`src/rtl/wb_port_arbiter.sv`:
```
// wb_port_arbiter
// Shares the single register-file write port between the in-order writeback
// stage and long-latency units (mul/div). Writeback has priority; long-latency
// results wait in a small circular FIFO. A starvation counter occasionally
// stalls writeback for one cycle so that a buffered result can drain.
//
// Optional feature: define WB_FWD_EN to add the fwd_* lookup ports, which
// search the FIFO for the youngest pending write to a given register.

module wb_port_arbiter #(
    parameter int DATA_W       = 64,
    parameter int DEPTH        = 4,
    parameter int STARVE_LIMIT = 4
) (
    input  logic              clk,
    input  logic              reset,
    input  logic              pipe_valid,
    input  logic [4:0]        pipe_dst,
    input  logic [DATA_W-1:0] pipe_data,
    output logic              pipe_stall,
    input  logic              mc_valid,
    output logic              mc_ready,
    input  logic [4:0]        mc_dst,
    input  logic [DATA_W-1:0] mc_data,
`ifdef WB_FWD_EN
    input  logic [4:0]        fwd_ra,
    output logic              fwd_hit,
    output logic [DATA_W-1:0] fwd_data,
`endif
    output logic              rf_wen,
    output logic [4:0]        rf_wa,
    output logic [DATA_W-1:0] rf_wd
);

    localparam int PTR_W = (DEPTH > 1) ? $clog2(DEPTH) : 1;
    localparam int CNT_W = PTR_W + 1;
    localparam int STV_W = $clog2(STARVE_LIMIT + 1);

    localparam logic [CNT_W-1:0] FULL_CNT  = CNT_W'(DEPTH);
    localparam logic [STV_W-1:0] STV_LIMIT = STV_W'(STARVE_LIMIT);

    // FIFO storage (data only, never reset) and control state
    logic [4:0]        dstMem  [DEPTH];
    logic [DATA_W-1:0] dataMem [DEPTH];
    logic [PTR_W-1:0]  head;
    logic [PTR_W-1:0]  tail;
    logic [CNT_W-1:0]  count;
    logic [STV_W-1:0]  starveCnt;

    // Per-cycle arbitration decisions
    logic grantPipe;
    logic grantFifo;
    logic stallPipe;
    logic enqueue;
    logic fifoEmpty;
    logic starved;

    logic [4:0]        headDst;
    logic [DATA_W-1:0] headData;

    assign fifoEmpty = (count == '0);
    assign starved   = (starveCnt == STV_LIMIT);
    assign headDst   = dstMem[head];
    assign headData  = dataMem[head];

    // A full FIFO refuses new results even when it is draining this cycle,
    // so a freed slot only becomes visible upstream on the following cycle.
    assign mc_ready   = !reset && (count != FULL_CNT);
    assign enqueue    = mc_valid && mc_ready;
    assign pipe_stall = stallPipe;

    // Grant selection: writeback first, FIFO head when writeback is idle or
    // has starved the FIFO for STARVE_LIMIT consecutive grants.
    always_comb begin
        grantPipe = 1'b0;
        grantFifo = 1'b0;
        stallPipe = 1'b0;
        if (!reset) begin
            if (fifoEmpty) begin
                grantPipe = pipe_valid;
            end else if (!pipe_valid || starved) begin
                grantFifo = 1'b1;
                stallPipe = pipe_valid;
            end else begin
                grantPipe = 1'b1;
            end
        end
    end

    // FIFO slot writes; an entry written now is only visible at head next cycle
    always_ff @(posedge clk) begin
        if (enqueue) begin
            dstMem[tail]  <= mc_dst;
            dataMem[tail] <= mc_data;
        end
    end

    // FIFO pointers and occupancy; simultaneous push/pop leaves count unchanged
    always_ff @(posedge clk) begin
        if (reset) begin
            head  <= '0;
            tail  <= '0;
            count <= '0;
        end else begin
            if (enqueue) begin
                tail <= tail + 1'b1;
            end
            if (grantFifo) begin
                head <= head + 1'b1;
            end
            case ({enqueue, grantFifo})
                2'b10:   count <= count + 1'b1;
                2'b01:   count <= count - 1'b1;
                default: count <= count;
            endcase
        end
    end

    // Starvation counter: counts writeback grants made while results are waiting
    always_ff @(posedge clk) begin
        if (reset) begin
            starveCnt <= '0;
        end else if (grantFifo || fifoEmpty) begin
            starveCnt <= '0;
        end else if (grantPipe && !starved) begin
            starveCnt <= starveCnt + 1'b1;
        end
    end

    // Registered write port; x0 writes are consumed but never enabled,
    // and address/data hold their last value when nothing is granted.
    always_ff @(posedge clk) begin
        if (reset) begin
            rf_wen <= 1'b0;
            rf_wa  <= '0;
            rf_wd  <= '0;
        end else if (grantPipe) begin
            rf_wen <= (pipe_dst != 5'd0);
            rf_wa  <= pipe_dst;
            rf_wd  <= pipe_data;
        end else if (grantFifo) begin
            rf_wen <= (headDst != 5'd0);
            rf_wa  <= headDst;
            rf_wd  <= headData;
        end else begin
            rf_wen <= 1'b0;
        end
    end

`ifdef WB_FWD_EN
    logic              fwdHit;
    logic [DATA_W-1:0] fwdData;
    logic [PTR_W-1:0]  scanIdx;

    // Forwarding lookup: scan oldest to youngest so the youngest match wins.
    // The head entry counts even in the cycle it is being dequeued.
    always_comb begin
        fwdHit  = 1'b0;
        fwdData = '0;
        scanIdx = head;
        for (int i = 0; i < DEPTH; i++) begin
            scanIdx = head + PTR_W'(i);
            if ((CNT_W'(i) < count) && (fwd_ra != 5'd0) && (dstMem[scanIdx] == fwd_ra)) begin
                fwdHit  = 1'b1;
                fwdData = dataMem[scanIdx];
            end
        end
    end

    assign fwd_hit  = fwdHit;
    assign fwd_data = fwdData;
`endif

endmodule

```
`config.mk`:
```
export PLATFORM = sky130hd
export DESIGN_NAME = wb_port_arbiter
export DESIGN_NICKNAME = d
export VERILOG_FILES = /design/src/rtl/wb_port_arbiter.sv
export SDC_FILE = /design/constraint.sdc
export NUM_CORES = 1
export LEC_CHECK = 0
export CAP_MARGIN = 0
export CELL_PAD_IN_SITES_DETAIL_PLACEMENT = 2
export CELL_PAD_IN_SITES_GLOBAL_PLACEMENT = 2
export CORE_MARGIN = 5
export CORE_UTILIZATION = 42
export CTS_BUF_LIST = sky130_fd_sc_hd__clkbuf_16
export DETAILED_ROUTE_END_ITERATION = 12
export HOLD_SLACK_MARGIN = 0.05
export PLACE_DENSITY = 0.95
export SYNTH_ARGS = -nofsm -noshare
export SYNTH_HDL_FRONTEND = slang
export SYNTH_SLANG_ARGS = --single-unit
```
`constraint.sdc`:
```
create_clock -name clk -period 9.2 [get_ports clk]
set_input_delay 1.38 -clock clk [delete_from_list [all_inputs] [get_ports clk]]
set_output_delay 1.38 -clock clk [all_outputs]
set_load 0.005 [all_outputs]
```
# Word-level counts from Yosys, hierarchy flattened
# Memories as Yosys holds them, arrays and structs flattened. A register that Yosys moved wholly into a read port is not among the register bits.
# Cells that the tools add are included.
# totals
elab_cells,54
ram_bits,276
output_inout_bits,72
regBits,80
n_memories,2
in_bits,142
# mem_list
name,depth,width,read_ports,rd_clocked_by_memory_dff,write_ports,line_no,rtl
dataMem,4,64,1,1,1,44,logic [DATA_W-1:0] dataMem [DEPTH];
dstMem,4,5,1,1,1,43,logic [4:0] dstMem [DEPTH];
# classes
add_sub_neg,5
n_eq_ne,4
reduce_logical,14
mux,22
# op_table
operator,count
64-bit 2-to-1 mux,2
1-bit 2-to-1 mux,13
5-bit 2-to-1 mux,2
5-bit nonzero test,2
2-bit 2-to-1 mux,4
3-bit by 1-bit adder with 3-bit output (second input constant),2
3-bit one-hot mux with 2 select lines,1
2-bit by 1-bit adder with 2-bit output (second input constant),2
2-bit nonzero test,2
3-bit equality test (second input constant),1
1-bit logical AND,3
1-bit logical NOT,3
3-bit logical NOT,1
3-bit inequality test (second input constant),1
3-bit by 1-bit subtractor with 3-bit output (second input constant),1
2-bit by 1-bit equality test with 1-bit output (second input constant),1
2-bit equality test (second input constant),1
1-bit logical OR,2
2-bit OR reduction,1

# Logic depth before layout (Yosys ltp)
# Gate-level depths: netlist (run 1).
# depth
word_depth,7
depth_mapped,10
ltp_nobuf,10

# Least setup slack after synthesis (run 1)
# Ideal clock, no wire load.
# synth_path
path_type,in2reg
start,input reset
end,memory dataMem[0][0] (enable)
arrival_ns,3.589
setup_time_ns,0.435
n_path_buf,1
cell_stages,3
required_time_ns,8.765
slack_ns,5.176
path_cell_list,clkbuf_1 a211oi_2 and2_1
# synth_between
elab_chain_cells,5
# synth_rtl
item,line_no,rtl
start: declaration,16,"input logic reset,"
1-bit logical NOT,--,
1-bit logical AND,68,assign mc_ready = !reset && (count != FULL_CNT);
1-bit logical AND,69,assign enqueue = mc_valid && mc_ready;
1-bit 2-to-1 mux,92,if (enqueue) begin
1-bit 2-to-1 mux (implied by the code),94,dataMem[tail] <= mc_data;
end: declaration,44,
# No other way between the ends.

# Worst setup path in the final report (run 1)
# layout_path
start,input pipe_valid
end,output pipe_stall
# layout_between
elab_chain_cells,5
# layout_rtl
item,line_no,rtl
start: declaration,17,"input logic pipe_valid,"
1-bit logical NOT,81,end else if (!pipe_valid || starved) begin
1-bit logical OR,81,
1-bit 2-to-1 mux (*),81,
1-bit 2-to-1 mux (*),79,if (fifoEmpty) begin
1-bit 2-to-1 mux (*),78,if (!reset) begin
end: declaration,20,"output logic pipe_stall,"
# Every way passes the cells marked *; elsewhere a longest branch is shown, timed or not.

==> flow_summary.toml, run 1 <==
[status]
status = "finished, final reports clean"

[critical_path]
cpPeakStageDelay_ps = 600
cp-end-kind = "output pin"
rr_startpoint = "starveCnt[0]"
critPathLaunchType = "input pin"
cpMaxStageDelayCell = "clkdlybuf4s50_1"
path_class = "input pin to output pin"
cp_common_cell = "clkdlybuf4s50_1"
cp.arrival_ps = 2980
required_ps = 7820
path_delay_family = "buffers and inverters"
critPathLaunch = "pipe_valid"
path_cells = "clkdlybuf4s50_1, inv_1, nor4_1, clkdlybuf4s50_1"
cp_num_buf_inv = 3
worstPathMaxFanout = 6

[flow_run]
max-cap-violations = 0

[clocking]
ctsHoldBuffers = 0
clockRootBuffer = "clkbuf_16"
postCtsSetupBuffers = 0
htreeDepth = 2
cts_tree = "yes"
cts_resized = 0
clk_latency_ps = 520
cts_made_buffers = 40
clk_pin_slew_ps = 60
clock_path_buffers = 3
cts_sinks = 358

[floorplan]
core_um2 = 32300
die_area_um2 = 36100
initial_utilization_pct = 42.2
pin_count = 214
die_h_um = 190
die_w_um = 190
num_rows = 66

[logic_synthesis]
synth_cells = 747
synth_edf_count = 276
postSynth.asyncResetShare_pct = 0
syn_avg_cell_area_um2 = 18.2
ys.flop_type = "edfxtp_1"
ys_ff_latch = 358
synthDistinctLibCells = 29
yosys_warnings = 0
synth_area_um2 = 13600
yosysSeqAreaShare_pct = 72.9
synth_nets = 897

[route]
num_vias = 7646
viasPerCell = 5.32
drc = 0
dr.pass1.iters = 4
drt_wl_total_um = 36700
wl_per_cell_um = 25.5
drt.antenna.violating_nets = 0
drt_iter0_drc = 386

[pwr]
comb_power_share_pct = 12.2
seq_power_share_pct = 48.6
pwr-share-clk_pct = 39.2
p_sw_share_pct = 23.3
max-vdd-ir-drop_uv = 119
p_int_mw = 2.95
switching_power_mw = 0.896
powerDensity_nw_per_um2 = 221
power_mw = 3.85
leakagePower_nw = 5.97

[finish]
synthToLayoutAreaGrowth_pct = 27.9
fin_cells = 1438
finalInstanceArea_um2 = 17400
final_common_cell = "edfxtp_1"
nNetsFinal = 1114
final_core_util_pct = 53.9
diodes = 0
drive_gt1_share_pct = 14.6
layout_common_cells = "edfxtp_1 (276), clkdlybuf4s50_1 (212), nor2_1 (82)"
multiInputGateArea_um2 = 3420
n_fill_cell = 2824
ff_latch_area_um2 = 9940

[hold_path]
hold_class = "flop to flop"
min_from = "starveCnt[0]"

[timing]
rsz0062_at_grt = "no"
worst_slack_ps = 4840
drv_slew = 0
tns_ps = 0
finalCritPeriodShare_pct = 47.4
whs_ps = 460
fmax_mhz = 229
hold_violations = 0
fin_crit_ps = 4360
worst_pin_slew_ps = 1120
slew_headroom_pct = 25.5
skew_ps = 15.8
final-setup-viol-count = 0

[global_routing]
overflow = 0
antenna_found_initial = 1
grt_pass1_wl_um = 55700
grt_pass1_vias = 8868
grt_max_degree = 85
grtUsageTotal_pct = 20.3

[place]
post-dp-hpwl_um = 23300
place_ws_ps = 4700
placed_cells_incl_taps = 1364
postPlaceCellArea_um2 = 16200
place_congestion = 0.690
portBuffers = 213
[per-layer routing]
metal / part of all wire, % / vias up / global-route usage, %
met5: 0.055 / - / 0
met2: 55 / 181 / 37.5
met3: 4.1 / 45 / 3.71
li1: - / 3398 / -
met1: 40 / 4020 / 25.0
met4: 1.6 / 2 / 4.01
[cells in the mapped netlist, types with 2 or more instances]
library cell	instances	share of area, %
clkbuf_1	19	0.52
a211oi_1	71	3.9
a21oi_1	5	0.18
mux2i_1	69	5.1
nand2_1	2	0.055
mux4_2	69	11
buf_4	13	0.72
inv_1	12	0.33
xnor2_1	4	0.26
o21ai_1	3	0.11
ha_1	7	0.64
or4_1	2	0.11
buf_2	8	0.29
nor2_1	82	2.3
and2_1	4	0.18
xor2_1	2	0.13
edfxtp_1	276	61
dfxtp_1	82	12
buf_1	7	0.19
[state kept, by name, indices dropped and copies added (netlist names), named ones only]
name / cells
dataMem: 256
rf_wd: 64
dstMem: 20
rf_wa: 5
count: 3
starveCnt: 3
head: 2
tail: 2
rf_wen: 1
[final timing paths]
check	to	slack, ps	cells past startpoint
setup / recovery	pipe_stall	4840	4
hold / removal	starveCnt[0]	460	1
setup reg to reg	rf_wd[30]	6310	8
hold reg to reg	starveCnt[0]	460	1
[logic make-up (layout without fill, tap and decap cells)]
kind of cell,after synthesis,count (layout),share of synthesized area (%)
xor+xnor,6,6,0.386
fa+ha+maj,8,8,0.790
flops,358,358,72.9
mux,138,138,16.5
compound gates,82,82,4.39
buf+inv,60,309,2.14
simple gates,95,95,2.86
[worst register-to-register path: cells and delay by family, from the launching register on]
| family | cells | cell delay, ps |
|---|---|---|
| flops | 1 | 330 |
| mux | 1 | 260 |
| fa+ha+maj | 1 | 140 |
| simple gates | 1 | 180 |
| buf+inv | 3 | 1330 |
| compound gates | 2 | 530 |
[cell type report]
cell class / instances / area share (%)
timing repair buffer: 223 / 12.7
inverter: 12 / 0.259
multi-input combinational: 329 / 19.7
clock buffer: 42 / 6.03
tap: 442 / 3.18
clock inverter: 32 / 1.15
sequential: 358 / 57.1
[power by group through the flow]
stage               Combinational [mW]  Clock [mW]  Sequential, mW
floorplan                        0.254           0            1.89
global route                     0.505        1.64            1.88
CTS                              0.481        1.55            1.87
detailed placement               0.473           0            1.91
finish                           0.469        1.51            1.87
global placement                 0.444           0            1.90
Power figures use the tool's default switching activity.
==> run 2, diff against run 1 <==
--- a/config.mk
+++ b/config.mk
@@ -9,11 +9,11 @@
 export CELL_PAD_IN_SITES_DETAIL_PLACEMENT = 2
 export CELL_PAD_IN_SITES_GLOBAL_PLACEMENT = 2
 export CORE_MARGIN = 5
-export CORE_UTILIZATION = 42
+export CORE_UTILIZATION = 36
 export CTS_BUF_LIST = sky130_fd_sc_hd__clkbuf_16
 export DETAILED_ROUTE_END_ITERATION = 12
 export HOLD_SLACK_MARGIN = 0.05
-export PLACE_DENSITY = 0.95
+export PLACE_DENSITY = 0.88
 export SYNTH_ARGS = -nofsm -noshare
 export SYNTH_HDL_FRONTEND = slang
 export SYNTH_SLANG_ARGS = --single-unit
==> constraint.sdc (replaced) <==
create_clock -name clk -period 3.5 [get_ports clk]
set_input_delay 0.525 -clock clk [delete_from_list [all_inputs] [get_ports clk]]
set_output_delay 0.525 -clock clk [all_outputs]
set_load 0.005 [all_outputs]
==> flow_summary.toml, run 2 (synthesized netlist as in run 1, its figures left out) <==
[clocking]
cts_sinks = 358
postCtsSetupBuffers = 0
htreeDepth = 2
cts_tree = "yes"
clk_latency_ps = 530
clockRootBuffer = "clkbuf_16"
clock_path_buffers = 3
cts_resized = 0
cts_made_buffers = 40
ctsHoldBuffers = 0
clk_pin_slew_ps = 60

[critical_path]
path_class = "flop to output pin"
cp.arrival_ps = 2030
cp-end-kind = "output pin"
critPathLaunchType = "flop"
critPathLaunch = "count[0]"
worstPathMaxFanout = 7
required_ps = 2970
cpPeakStageDelay_ps = 600
cpMaxStageDelayCell = "nor3_2"
path_cells = "nor3_2, nor4_1, clkdlybuf4s50_1"
rr_startpoint = "starveCnt[0]"

[timing]
whs_ps = 447
worst_pin_slew_ps = 1100
drv_slew = 0
slew_headroom_pct = 26.1
rsz0062_at_grt = "no"
tns_ps = 0
fmax_mhz = 391
skew_ps = 16.7
hold_violations = 0
fin_crit_ps = 2560
final-setup-viol-count = 0
finalCritPeriodShare_pct = 73.1

[finish]
regMostFlops = "dataMem"
ff_latch_area_um2 = 9940
finalInstanceArea_um2 = 17700
largest_reg_flops = 256
fin_cells = 1514
final_common_cell = "edfxtp_1"
synthToLayoutAreaGrowth_pct = 29.9
layout_common_cells = "edfxtp_1 (276), clkdlybuf4s50_1 (212), nor2_1 (82)"
multiInputGateArea_um2 = 3420
n_fill_cell = 3488
drive_gt1_share_pct = 14.3
top_regs = "dataMem: 256 flops, rf_wd: 64 flops, dstMem: 20 flops"
nNetsFinal = 1120

[pwr]
power_mw = 10.2
seq_power_share_pct = 48.2
comb_power_share_pct = 12.5
switching_power_mw = 2.31
max-vdd-ir-drop_uv = 274
powerDensity_nw_per_um2 = 575
pwr-share-clk_pct = 39.3
leakagePower_nw = 6.05
p_sw_share_pct = 22.7
p_int_mw = 7.85

[global_routing]
antenna_found_initial = 3
overflow = 0
grtUsageTotal_pct = 17.3
grt_max_degree = 139
grt_pass1_vias = 8742
grt_pass1_wl_um = 54900

[route]
drt_wl_total_um = 36000
drc = 0
dr.pass1.iters = 6
drt.antenna.violating_nets = 0
viasPerCell = 4.99
drt_iter0_drc = 368
num_vias = 7556
wl_per_cell_um = 23.8

[floorplan]
initial_utilization_pct = 36.3
num_rows = 71
core_um2 = 37500
die_h_um = 204
die_w_um = 204
pin_count = 214
die_area_um2 = 41800

[place]
post-dp-hpwl_um = 24000
portBuffers = 213
postPlaceCellArea_um2 = 16400
placed_cells_incl_taps = 1439
place_congestion = 0.692

[status]
status = "finished, final reports clean"

[hold_path]
hold_class = "flop to flop"
min_from = "starveCnt[0]"

[flow_run]
max-cap-violations = 0
==> run 2: cell count changes in the layout (fill, tap and decap cells not counted), moves of 3 or more <==
cell and change:
buf_4 -3, buf_12 +9, inv_1 +7, clkinv_2 -9
==> run 2: area by class of cell <==
| type | count | share of cell area (%) |
|---|---|---|
| Clock inverter | 32 | 1.22 |
| Clock buffer | 42 | 5.95 |
| Antenna cell | 1 | 0.0142 |
| Timing Repair Buffer | 229 | 13.4 |
| Sequential cell | 358 | 56.2 |
| Multi-Input combinational cell | 329 | 19.4 |
| Inverter | 12 | 0.255 |
| Tap cell | 511 | 3.62 |
==> run 2: worst paths after layout <==
kind	cells past startpoint	end	slack (ps)
setup reg to reg	7	rf_wd[42]	1020
hold reg to reg	1	starveCnt[0]	450
setup / recovery	3	pipe_stall	940
hold / removal	1	starveCnt[0]	450
==> run 2: critical path: cells and delay by family, from the launching register on <==
kind                   cells  cell delay, ps
flip-flops                 1             350
buffers and inverters      1             470
AND/OR/NAND/NOR            2             700
==> run 2: per-layer routing <==
layer | share of wire (%) | GRT usage, % | up-vias | wire [um]
met5 | 0.086 | 0 | - | 31
met4 | 2.1 | 4.52 | 4 | 748
met3 | 3.9 | 3.30 | 53 | 1420
met2 | 56 | 32.9 | 160 | 20100
met1 | 38 | 19.9 | 3928 | 13800
li1 | - | - | 3411 | -
==> run 2: per-stage QoR <==
stage,utilization (%),setup slack [ps]
finish,47.2,941
global route,47.2,827
CTS,47.1,921
detailed placement,43.8,747
global placement,43.8,823
floorplan,-,331
==> run 2: power groups by stage <==
stage | Sequential [mW] | Combinational, mW | Clock [mW]
3_3_place_gp | 4.96 | 1.22 | 0
6_report | 4.89 | 1.27 | 4.00
3_5_place_dp | 4.99 | 1.29 | 0
4_1_cts | 4.90 | 1.31 | 4.13
2_1_floorplan | 4.96 | 0.667 | 0
5_1_grt | 4.92 | 1.37 | 4.32
